--- src/rtl/uart_rx_pkg.sv ---
// Shared UART receiver definitions: data width, 50 MHz baud divisors and rx frame states.
// The divisor constants are the same values the transmitter uses so both ends stay matched.
package uart_rx_pkg;

    localparam int VLD_DATA_WIDTH = 8;
    localparam int DIV_W          = 17;

    localparam logic [DIV_W-1:0] DIV_600   = 17'd83333;
    localparam logic [DIV_W-1:0] DIV_1200  = 17'd41667;
    localparam logic [DIV_W-1:0] DIV_2400  = 17'd20833;
    localparam logic [DIV_W-1:0] DIV_4800  = 17'd10417;
    localparam logic [DIV_W-1:0] DIV_9600  = 17'd5208;
    localparam logic [DIV_W-1:0] DIV_19200 = 17'd2604;
    localparam logic [DIV_W-1:0] DIV_38400 = 17'd1302;

    typedef enum logic [2:0] {
        IDLE   = 3'd0,
        START  = 3'd1,
        DATA   = 3'd2,
        PARITY = 3'd3,
        STOP   = 3'd4
    } rx_state_t;

    // Selector 7 is unused by the transmitter table and falls back to the slowest rate.
    function automatic logic [DIV_W-1:0] bps_div(input logic [2:0] sel);
        logic [DIV_W-1:0] div;
        case (sel)
            3'd0:    div = DIV_600;
            3'd1:    div = DIV_1200;
            3'd2:    div = DIV_2400;
            3'd3:    div = DIV_4800;
            3'd4:    div = DIV_9600;
            3'd5:    div = DIV_19200;
            3'd6:    div = DIV_38400;
            default: div = DIV_600;
        endcase
        return div;
    endfunction

endpackage

--- src/rtl/uart_rx_if.sv ---
// Received-data bus from the UART receiver to its consumer (FIFO, register file).
// master = receiver side, slave = consumer side.
interface uart_rx_if #(
    parameter int DATA_W = 8
);
    logic [DATA_W-1:0] dout;
    logic              vld;
    logic              parity_err;
    logic              frame_err;
    logic              busy;

    modport master (
        output dout,
        output vld,
        output parity_err,
        output frame_err,
        output busy
    );

    modport slave (
        input dout,
        input vld,
        input parity_err,
        input frame_err,
        input busy
    );
endinterface

--- src/rtl/uart_rx_sync.sv ---
// Two-flop synchronizer for the asynchronous rx line plus a falling-edge detector.
module uart_rx_sync (
    input  logic CLK,
    input  logic rst,
    input  logic rx,
    output logic rx_s,
    output logic fall
);
    logic rx_m;
    logic rx_d;

    // Clearing to 0 means a line held low at reset release never looks like a falling edge.
    always_ff @(posedge CLK or posedge rst) begin
        if (rst) begin
            rx_m <= 1'b0;
            rx_s <= 1'b0;
            rx_d <= 1'b0;
        end else begin
            rx_m <= rx;
            rx_s <= rx_m;
            rx_d <= rx_s;
        end
    end

    assign fall = rx_d & ~rx_s;

endmodule

--- src/rtl/uart_rx.sv ---
// UART receiver: start, DATA_W data bits LSB first, parity, stop; single mid-bit sample per bit.
// Each completed frame is presented with a one-cycle vld strobe and held parity/framing flags.
module uart_rx
    import uart_rx_pkg::*;
#(
    parameter int DATA_W = VLD_DATA_WIDTH
) (
    input  logic       CLK,
    input  logic       rst,
    input  logic       rx,
    input  logic [2:0] bps_sel,
    input  logic       check_sel,
    uart_rx_if.master  rx_bus
);
    localparam logic [3:0] BIT_LAST = 4'(DATA_W - 1);

    rx_state_t state, state_nx;

    logic             rx_s;
    logic             fall;
    logic [DIV_W-1:0] div_sel;
    logic [DIV_W-1:0] div_q;
    logic [DIV_W-1:0] half_q;
    logic             check_q;
    logic [DIV_W-1:0] bps_cnt;
    logic [3:0]       bit_cnt;
    logic [DATA_W-1:0] shift;
    logic             par_bit;

    logic             half_tick;
    logic             bit_tick;
    logic             accept;
    logic             cnt_clr;
    logic             bit_clr;
    logic             shift_en;
    logic             par_en;
    logic             stop_en;

    logic [DATA_W-1:0] dout_q;
    logic             vld_q;
    logic             parity_err_q;
    logic             frame_err_q;

    uart_rx_sync u_sync (
        .CLK  (CLK),
        .rst  (rst),
        .rx   (rx),
        .rx_s (rx_s),
        .fall (fall)
    );

    assign div_sel   = bps_div(bps_sel);
    assign half_tick = (bps_cnt == half_q - DIV_W'(1));
    assign bit_tick  = (bps_cnt == div_q - DIV_W'(1));

    always_ff @(posedge CLK or posedge rst) begin
        if (rst) begin
            state <= IDLE;
        end else begin
            state <= state_nx;
        end
    end

    always_comb begin
        state_nx = state;
        accept   = 1'b0;
        cnt_clr  = 1'b0;
        bit_clr  = 1'b0;
        shift_en = 1'b0;
        par_en   = 1'b0;
        stop_en  = 1'b0;
        case (state)
            IDLE: begin
                if (fall) begin
                    accept   = 1'b1;
                    cnt_clr  = 1'b1;
                    state_nx = START;
                end
            end
            START: begin
                if (half_tick) begin
                    cnt_clr  = 1'b1;
                    bit_clr  = 1'b1;
                    state_nx = rx_s ? IDLE : DATA;
                end
            end
            DATA: begin
                if (bit_tick) begin
                    shift_en = 1'b1;
                    cnt_clr  = 1'b1;
                    if (bit_cnt == BIT_LAST) begin
                        state_nx = PARITY;
                    end
                end
            end
            PARITY: begin
                if (bit_tick) begin
                    par_en   = 1'b1;
                    cnt_clr  = 1'b1;
                    state_nx = STOP;
                end
            end
            STOP: begin
                // Leaving at mid-stop leaves half a bit to catch a back-to-back start edge.
                if (bit_tick) begin
                    stop_en  = 1'b1;
                    cnt_clr  = 1'b1;
                    state_nx = IDLE;
                end
            end
            default: begin
                state_nx = IDLE;
            end
        endcase
    end

    // Rate and parity mode are frozen per frame so mid-frame changes only affect the next one.
    always_ff @(posedge CLK or posedge rst) begin
        if (rst) begin
            div_q   <= '0;
            half_q  <= '0;
            check_q <= 1'b0;
        end else if (accept) begin
            div_q   <= div_sel;
            half_q  <= div_sel >> 1;
            check_q <= check_sel;
        end
    end

    always_ff @(posedge CLK or posedge rst) begin
        if (rst) begin
            bps_cnt <= '0;
        end else if (cnt_clr) begin
            bps_cnt <= '0;
        end else if (state != IDLE) begin
            bps_cnt <= bps_cnt + DIV_W'(1);
        end
    end

    // Data arrives LSB first, so shifting in from the top leaves bit 0 at the LSB after DATA_W bits.
    always_ff @(posedge CLK or posedge rst) begin
        if (rst) begin
            bit_cnt <= '0;
            shift   <= '0;
            par_bit <= 1'b0;
        end else begin
            if (bit_clr) begin
                bit_cnt <= '0;
            end else if (shift_en) begin
                bit_cnt <= bit_cnt + 4'd1;
            end
            if (shift_en) begin
                shift <= {rx_s, shift[DATA_W-1:1]};
            end
            if (par_en) begin
                par_bit <= rx_s;
            end
        end
    end

    always_ff @(posedge CLK or posedge rst) begin
        if (rst) begin
            dout_q       <= '0;
            vld_q        <= 1'b0;
            parity_err_q <= 1'b0;
            frame_err_q  <= 1'b0;
        end else begin
            vld_q <= stop_en;
            if (stop_en) begin
                dout_q       <= shift;
                parity_err_q <= par_bit ^ (^shift) ^ check_q;
                frame_err_q  <= ~rx_s;
            end
        end
    end

    assign rx_bus.dout       = dout_q;
    assign rx_bus.vld        = vld_q;
    assign rx_bus.parity_err = parity_err_q;
    assign rx_bus.frame_err  = frame_err_q;
    assign rx_bus.busy       = (state != IDLE);

endmodule
--- src/flat_wrapper.sv ---
// flat-port wrapper written by rule: the top's interface ports become plain ports
module uart_rx_flat import uart_rx_pkg::*;
#(
    parameter int DATA_W = VLD_DATA_WIDTH
)
  (CLK, rst, rx, bps_sel, check_sel, rx_bus_dout, rx_bus_vld, rx_bus_parity_err, rx_bus_frame_err, rx_bus_busy);
  uart_rx_if #(.DATA_W(DATA_W)) rx_bus_i ();
  input  logic CLK;
  input  logic rst;
  input  logic rx;
  input  logic [2:0] bps_sel;
  input  logic check_sel;
  output wire logic [$bits(rx_bus_i.dout)-1:0] rx_bus_dout;
  output wire logic [$bits(rx_bus_i.vld)-1:0] rx_bus_vld;
  output wire logic [$bits(rx_bus_i.parity_err)-1:0] rx_bus_parity_err;
  output wire logic [$bits(rx_bus_i.frame_err)-1:0] rx_bus_frame_err;
  output wire logic [$bits(rx_bus_i.busy)-1:0] rx_bus_busy;
  assign rx_bus_dout = rx_bus_i.dout;
  assign rx_bus_vld = rx_bus_i.vld;
  assign rx_bus_parity_err = rx_bus_i.parity_err;
  assign rx_bus_frame_err = rx_bus_i.frame_err;
  assign rx_bus_busy = rx_bus_i.busy;
  uart_rx #(.DATA_W(DATA_W)) u_core (.CLK(CLK), .rst(rst), .rx(rx), .bps_sel(bps_sel), .check_sel(check_sel), .rx_bus(rx_bus_i));
endmodule
--- config.mk ---
export PLATFORM = sky130hd
export DESIGN_NAME = uart_rx_flat
export DESIGN_NICKNAME = d
export VERILOG_FILES = /design/src/rtl/uart_rx_pkg.sv /design/src/rtl/uart_rx_if.sv /design/src/rtl/uart_rx_sync.sv /design/src/rtl/uart_rx.sv /design/src/flat_wrapper.sv
export SDC_FILE = /design/constraint.sdc
export NUM_CORES = 1
export LEC_CHECK = 0
export ABC_CLOCK_PERIOD_IN_PS = 8500
export CORE_MARGIN = 2
export CORE_UTILIZATION = 50
export DETAILED_ROUTE_END_ITERATION = 8
export HOLD_SLACK_MARGIN = 0.1
export PLACE_DENSITY = 0.68
export SLEW_MARGIN = 20
export SYNTH_ARGS = -nofsm -noshare
export SYNTH_HDL_FRONTEND = slang
export SYNTH_SLANG_ARGS = --single-unit
--- constraint.sdc ---
create_clock -name CLK -period 8.5 [get_ports CLK]
set_clock_uncertainty 0.15 [all_clocks]
set_input_delay 2.125 -clock CLK [delete_from_list [all_inputs] [get_ports CLK]]
set_output_delay 2.125 -clock CLK [all_outputs]
set_load 0.02 [all_outputs]
# Yosys cells after proc, flatten, opt, wreduce, memory -nomap -nowiden
# Index checks and enable logic that the tools add are counted.
# classes
add_sub_neg	4
eq_ne	19
mux	22
bitwise	4
n_reduce_logical	7
# ops
cell	n
$pmux 17 s6	1
$eq 17x17->1	2
$mux 17	2
$mux 3	6
$add 17x1->17 const B	1
$sub 16x1->17 const B	1
$sub 17x1->17 const B	1
$pmux 3 s5	1
$eq 3x2->1 const B	4
$eq 3x3->1 const B	4
$ne 2x1->1 const B	6
$mux 1	8
$mux 4	2
$reduce_xor 8->1	1
$eq 3x1->1 const B	2
$reduce_and 6->1	1
$add 4x1->4 const B	1
$eq 4x3->1 const B	1
$reduce_bool 2->1	2
$logic_not 3->1	1
$pmux 1 s3	1
$reduce_bool 3->1	1
$reduce_or 3->1	1
$mux 2	1
other kinds (3)	4
# word_totals
reg_bits	81
in_bits	7
out_inout_bits	12

# Longest topological paths before layout
# depth
ltp_word	6
mapped_depth	11
mapped_depth_nobuf	9

# Modules after synthesis
# A second synthesis with hierarchy kept.
# unflattened
cells_unflattened	462
area_unflattened_um2	4280.4
# by_module_without_submodules
module	n_inst	cells_per_inst	area_per_inst_um2	seq_area_each_um2
uart_rx	1	457	4187.8	1551.5
uart_rx_sync	1	5	92.6	75.1

# Worst setup path before layout
# OpenSTA, ideal clock, no wires.
# synth_timing
path_type	reg2out
start	register u_core.state[2]
end	output rx_bus_busy
arrival_ps	1111
required_ps	6225
setup_slack_ps	5114
path_stages_with_launch	4
n_path_buf	2
cell_sequence	dfrtp_1 clkbuf_1 or3_1 clkbuf_1
# synth_via
elab_chain_cells	1
# synth_rtl
item	line	source
from (decl)	uart_rx.sv:17	rx_state_t state, state_nx;
from (signal assigned)	uart_rx.sv:60	state <= state_nx;
$reduce_bool 3->1	uart_rx.sv:181	assign rx_bus.busy = (state != IDLE);
to (decl)	flat_wrapper.sv:17	output wire logic [$bits(rx_bus_i.busy)-1:0] rx_bus_busy;
# No other way between the ends.

# Final worst setup path
# Same ends and word-level chain as after synthesis.

==> impl_metrics.xml <==
<?xml version="1.0" encoding="UTF-8"?>
<metrics>
  <group name="status">
    <metric name="outcome" unit="">finished, final reports clean</metric>
  </group>
  <group name="flow_run">
    <metric name="max_cap_viol_count" unit="">0</metric>
  </group>
  <group name="route">
    <metric name="routed_wire_length_per_instance" unit="um">17.9</metric>
    <metric name="first_pass_iters" unit="">5</metric>
    <metric name="drtIter0Drc" unit="">319</metric>
    <metric name="route.detailed.drc" unit="">0</metric>
    <metric name="route.final.wire_length" unit="um">10100</metric>
    <metric name="vias" unit="">3471</metric>
    <metric name="postRouteAntennaNets" unit="">0</metric>
    <metric name="dr_vias_cell" unit="">6.14</metric>
  </group>
  <group name="clock_network">
    <metric name="cts.path.max_buffers" unit="">2</metric>
    <metric name="clk_root_buffer_cell" unit="">clkbuf_8</metric>
    <metric name="post-cts-setup-buffer-count" unit="">0</metric>
    <metric name="clock_tree.htree_level_count" unit="">3</metric>
    <metric name="tritoncts_clock_tree" unit="">built</metric>
    <metric name="clkTransAtPathRegs" unit="ps">90</metric>
    <metric name="cts_made_buffers" unit="">9</metric>
    <metric name="num_clock_sinks" unit="">65</metric>
    <metric name="clk_latency" unit="ps">350</metric>
    <metric name="post_cts_resized" unit="">0</metric>
    <metric name="post_cts_hold_buffer_count" unit="">0</metric>
  </group>
  <group name="synth">
    <metric name="syn-instance-count" unit="">455</metric>
    <metric name="synth_top_area_frac" unit="">0.381</metric>
    <metric name="ys_ff_latch" unit="">65</metric>
    <metric name="yosysUniqueCellTypes" unit="">62</metric>
    <metric name="syn_area" unit="mm^2">0.00426</metric>
    <metric name="ranking_of_synthesized_cells_by_instance_count" unit="">65 x dfrtp_1, 38 x nand2_1, 34 x xor2_1</metric>
    <metric name="synth.top_cells.by_area" unit="">dfrtp_1 38%, xor2_1 7.0%, xnor2_1 6.8%</metric>
    <metric name="synth_top_cell_by_area" unit="">dfrtp_1</metric>
    <metric name="synth_enable_flop_cells" unit="">0</metric>
    <metric name="syn-num-nets" unit="">467</metric>
    <metric name="yosys_most_used_dff" unit="">dfrtp_1</metric>
    <metric name="yosysWarningCount" unit="">0</metric>
    <metric name="syn_avg_cell_area" unit="um^2">9.37</metric>
    <metric name="synth_sequential_area_ratio" unit="">0.381</metric>
    <metric name="synthArstFlopShare" unit="">1.00</metric>
    <metric name="synth_most_common_cell" unit="">dfrtp_1</metric>
  </group>
  <group name="critical_path">
    <metric name="cpPeakStageDelay" unit="ps">600</metric>
    <metric name="worst_setup_path_start_kind" unit="">flop</metric>
    <metric name="critical_path.n_buffers_inverters" unit="">1</metric>
    <metric name="critPathCaptureType" unit="">output port</metric>
    <metric name="regToRegEndpoint" unit="">u_core.rx_bus.dout[1]</metric>
    <metric name="cp_cell_sequence" unit="">or3_1 &gt; clkdlybuf4s50_1</metric>
    <metric name="worst_path_dominant_cell_family" unit="">buffers and inverters</metric>
    <metric name="worst-r2r-cell-count" unit="">9</metric>
    <metric name="worst_path_max_delay_cell" unit="">clkdlybuf4s50_1</metric>
    <metric name="crit_path_max_fanout" unit="">9</metric>
    <metric name="r2r_start" unit="">u_core.div_q[0]</metric>
    <metric name="critical_path_required" unit="ps">6230</metric>
    <metric name="worstSetupPathType" unit="">reg -&gt; out</metric>
    <metric name="r2r_slack" unit="ps">4700</metric>
    <metric name="cp.arrival" unit="ps">1980</metric>
  </group>
  <group name="floorplanning">
    <metric name="floorplan.initialDensity" unit="">0.516</metric>
    <metric name="placement_rows" unit="">33</metric>
    <metric name="dieWidth" unit="um">96.4</metric>
    <metric name="die-height" unit="um">96.4</metric>
    <metric name="fp.coreArea" unit="mm^2">0.00826</metric>
    <metric name="top_level_ports" unit="">19</metric>
    <metric name="fp.dieArea" unit="mm^2">0.00928</metric>
  </group>
  <group name="cells_and_area">
    <metric name="num-fill-cells" unit="">727</metric>
    <metric name="flow.area_growth_from_synthesis" unit="%">9.42</metric>
    <metric name="finish.net_count" unit="">467</metric>
    <metric name="post_route_cells_drive_above_1_share" unit="">0.126</metric>
    <metric name="finish.instance_area" unit="mm^2">0.00467</metric>
    <metric name="num_antenna_cells" unit="">0</metric>
  </group>
  <group name="hold_path">
    <metric name="min_from" unit="">u_core.u_sync.rx_m</metric>
    <metric name="timing.hold.worst_endpoint" unit="">u_core.u_sync.rx_s</metric>
    <metric name="hold_path_depth" unit="">0</metric>
    <metric name="worstHoldPathType" unit="">reg -&gt; reg</metric>
  </group>
  <group name="power">
    <metric name="powerDensity" unit="mW/mm^2">318</metric>
    <metric name="fin_total_pwr" unit="W">0.00148</metric>
    <metric name="power.leakage" unit="nW">2.05</metric>
    <metric name="max-vdd-ir-drop" unit="V">0.000172</metric>
  </group>
  <group name="sta">
    <metric name="worst_slew_pin_slew" unit="ps">824</metric>
    <metric name="period_minus_slack" unit="ps">4250</metric>
    <metric name="max_slew_margin" unit="">0.451</metric>
    <metric name="grt_setup_unrepaired" unit="">no</metric>
    <metric name="setup_total_negative_slack" unit="ps">0</metric>
    <metric name="slew_violations" unit="">0</metric>
    <metric name="report.final.setup_viol" unit="">0</metric>
    <metric name="min_period_over_period" unit="">0.500</metric>
    <metric name="timing.final.hold_violations" unit="">0</metric>
    <metric name="fmax" unit="MHz">235</metric>
  </group>
  <group name="global_route">
    <metric name="track_usage" unit="">0.237</metric>
    <metric name="grt_start_max_net_pins" unit="">66</metric>
    <metric name="grt_pass1_vias" unit="">3221</metric>
    <metric name="congestion_overflow_gr" unit="">0</metric>
    <metric name="grt_pass1_wl" unit="um">16500</metric>
    <metric name="grt_antenna_before_repair" unit="">0</metric>
  </group>
  <group name="place">
    <metric name="number_of_buffers_added_on_ports" unit="">18</metric>
    <metric name="dpl-instance-area" unit="mm^2">0.00446</metric>
    <metric name="routabilityCongestion" unit="">1.02</metric>
    <metric name="dp.final_hpwl" unit="um">7190</metric>
  </group>
</metrics>
worst max path at each step:
| stage | from | to | slack (ps) | cells after the start |
|---|---|---|---|---|
| after global routing | u_core.state[2] | rx_bus_busy | 4170 | 2 |
| final | u_core.state[2] | rx_bus_busy | 4250 | 2 |
| after detailed placement | u_core.state[2] | rx_bus_busy | 4620 | 2 |
| after floorplan | rst | u_core.bit_cnt[0] | 4600 | 1 |
| after CTS | u_core.state[2] | rx_bus_busy | 4230 | 2 |
| after global placement | u_core.state[2] | rx_bus_busy | 4640 | 2 |
layout by cell type (no fill, tap or decap), types with 4 or more instances in the layout:
cell type | netlist | routed
nor3_1 | 7 | 7
nor4_1 | 26 | 26
xnor2_1 | 33 | 33
ha_1 | 5 | 5
and2_1 | 4 | 4
clkdlybuf4s50_1 | 0 | 18
a21oi_1 | 16 | 16
mux2i_1 | 4 | 4
nand4_1 | 15 | 15
nand3b_1 | 5 | 5
xor2_1 | 34 | 34
and3_1 | 10 | 10
dfrtp_1 | 65 | 65
o21ai_0 | 17 | 17
mux2_2 | 17 | 17
nand3_1 | 15 | 15
inv_1 | 12 | 11
nor2_1 | 22 | 22
nand2_1 | 38 | 38
a31oi_1 | 6 | 6
and4_1 | 5 | 5
nor2b_1 | 5 | 5
or3_1 | 7 | 7
clkbuf_8 | 0 | 9
cells by family after synthesis:
| family | after synthesis | synth area share |
|---|---|---|
| buf+inv | 44 | 0.0446 |
| xor+xnor | 67 | 0.138 |
| mux | 22 | 0.0578 |
| flops | 65 | 0.381 |
| simple gates | 182 | 0.247 |
| fa+ha+maj | 5 | 0.0147 |
| compound gates | 70 | 0.116 |
area by class of cell:
type / instances / area, um^2 / area share
repair buffers: 21 / 203 / 0.0434
inverters: 12 / 45.0 / 0.00965
flip-flops and latches: 65 / 1630 / 0.349
clock buffers: 9 / 124 / 0.0265
multi-input cells: 346 / 2450 / 0.526
clock inverters: 7 / 83.8 / 0.0180
well taps: 105 / 131 / 0.0282
report_power, final:
part           switching [W]  internal, W  total (W)
Sequential          0.000158     0.000368   0.000527
Combinational       0.000376     0.000299   0.000675
Clock               0.000140     0.000141   0.000281
Total               0.000675     0.000808    0.00148
registers in the layout (all words and copies together), names as in the netlist:
| register | flops |
|---|---|
| u_core.div_q | 16 |
| u_core.u_sync.rx_s | 1 |
| u_core.bit_cnt | 4 |
| u_core.half_q | 1 |
| u_core.check_q | 1 |
| u_core.rx_bus.parity_err | 1 |
| u_core.rx_bus.dout | 8 |
| u_core.rx_bus.vld | 1 |
| u_core.state | 3 |
| u_core.rx_bus.frame_err | 1 |
| u_core.bps_cnt | 17 |
| u_core.shift | 8 |
| u_core.u_sync.rx_m | 1 |
| u_core.par_bit | 1 |
| u_core.u_sync.rx_d | 1 |
stage by stage:
step           hold WS [ps]  cells  utilization  worst slack [ps]
6_report                214    565        0.565              4250
5_1_grt                 232    565        0.565              4170
4_1_cts                 214    565        0.565              4230
3_5_place_dp            187    549        0.540              4620
3_3_place_gp            184    549        0.540              4640
2_1_floorplan           181    455            -              4600
metal layers:
| metal | vias to the layer above | part of all wire | GRT usage |
|---|---|---|---|
| met5 | - | 0 | 0 |
| met4 | 0 | 0.013 | 0.0657 |
| met3 | 16 | 0.060 | 0.0493 |
| met2 | 113 | 0.45 | 0.350 |
| met1 | 1692 | 0.48 | 0.352 |
| li1 | 1650 | - | - |
(Power assumes the default switching activity.)
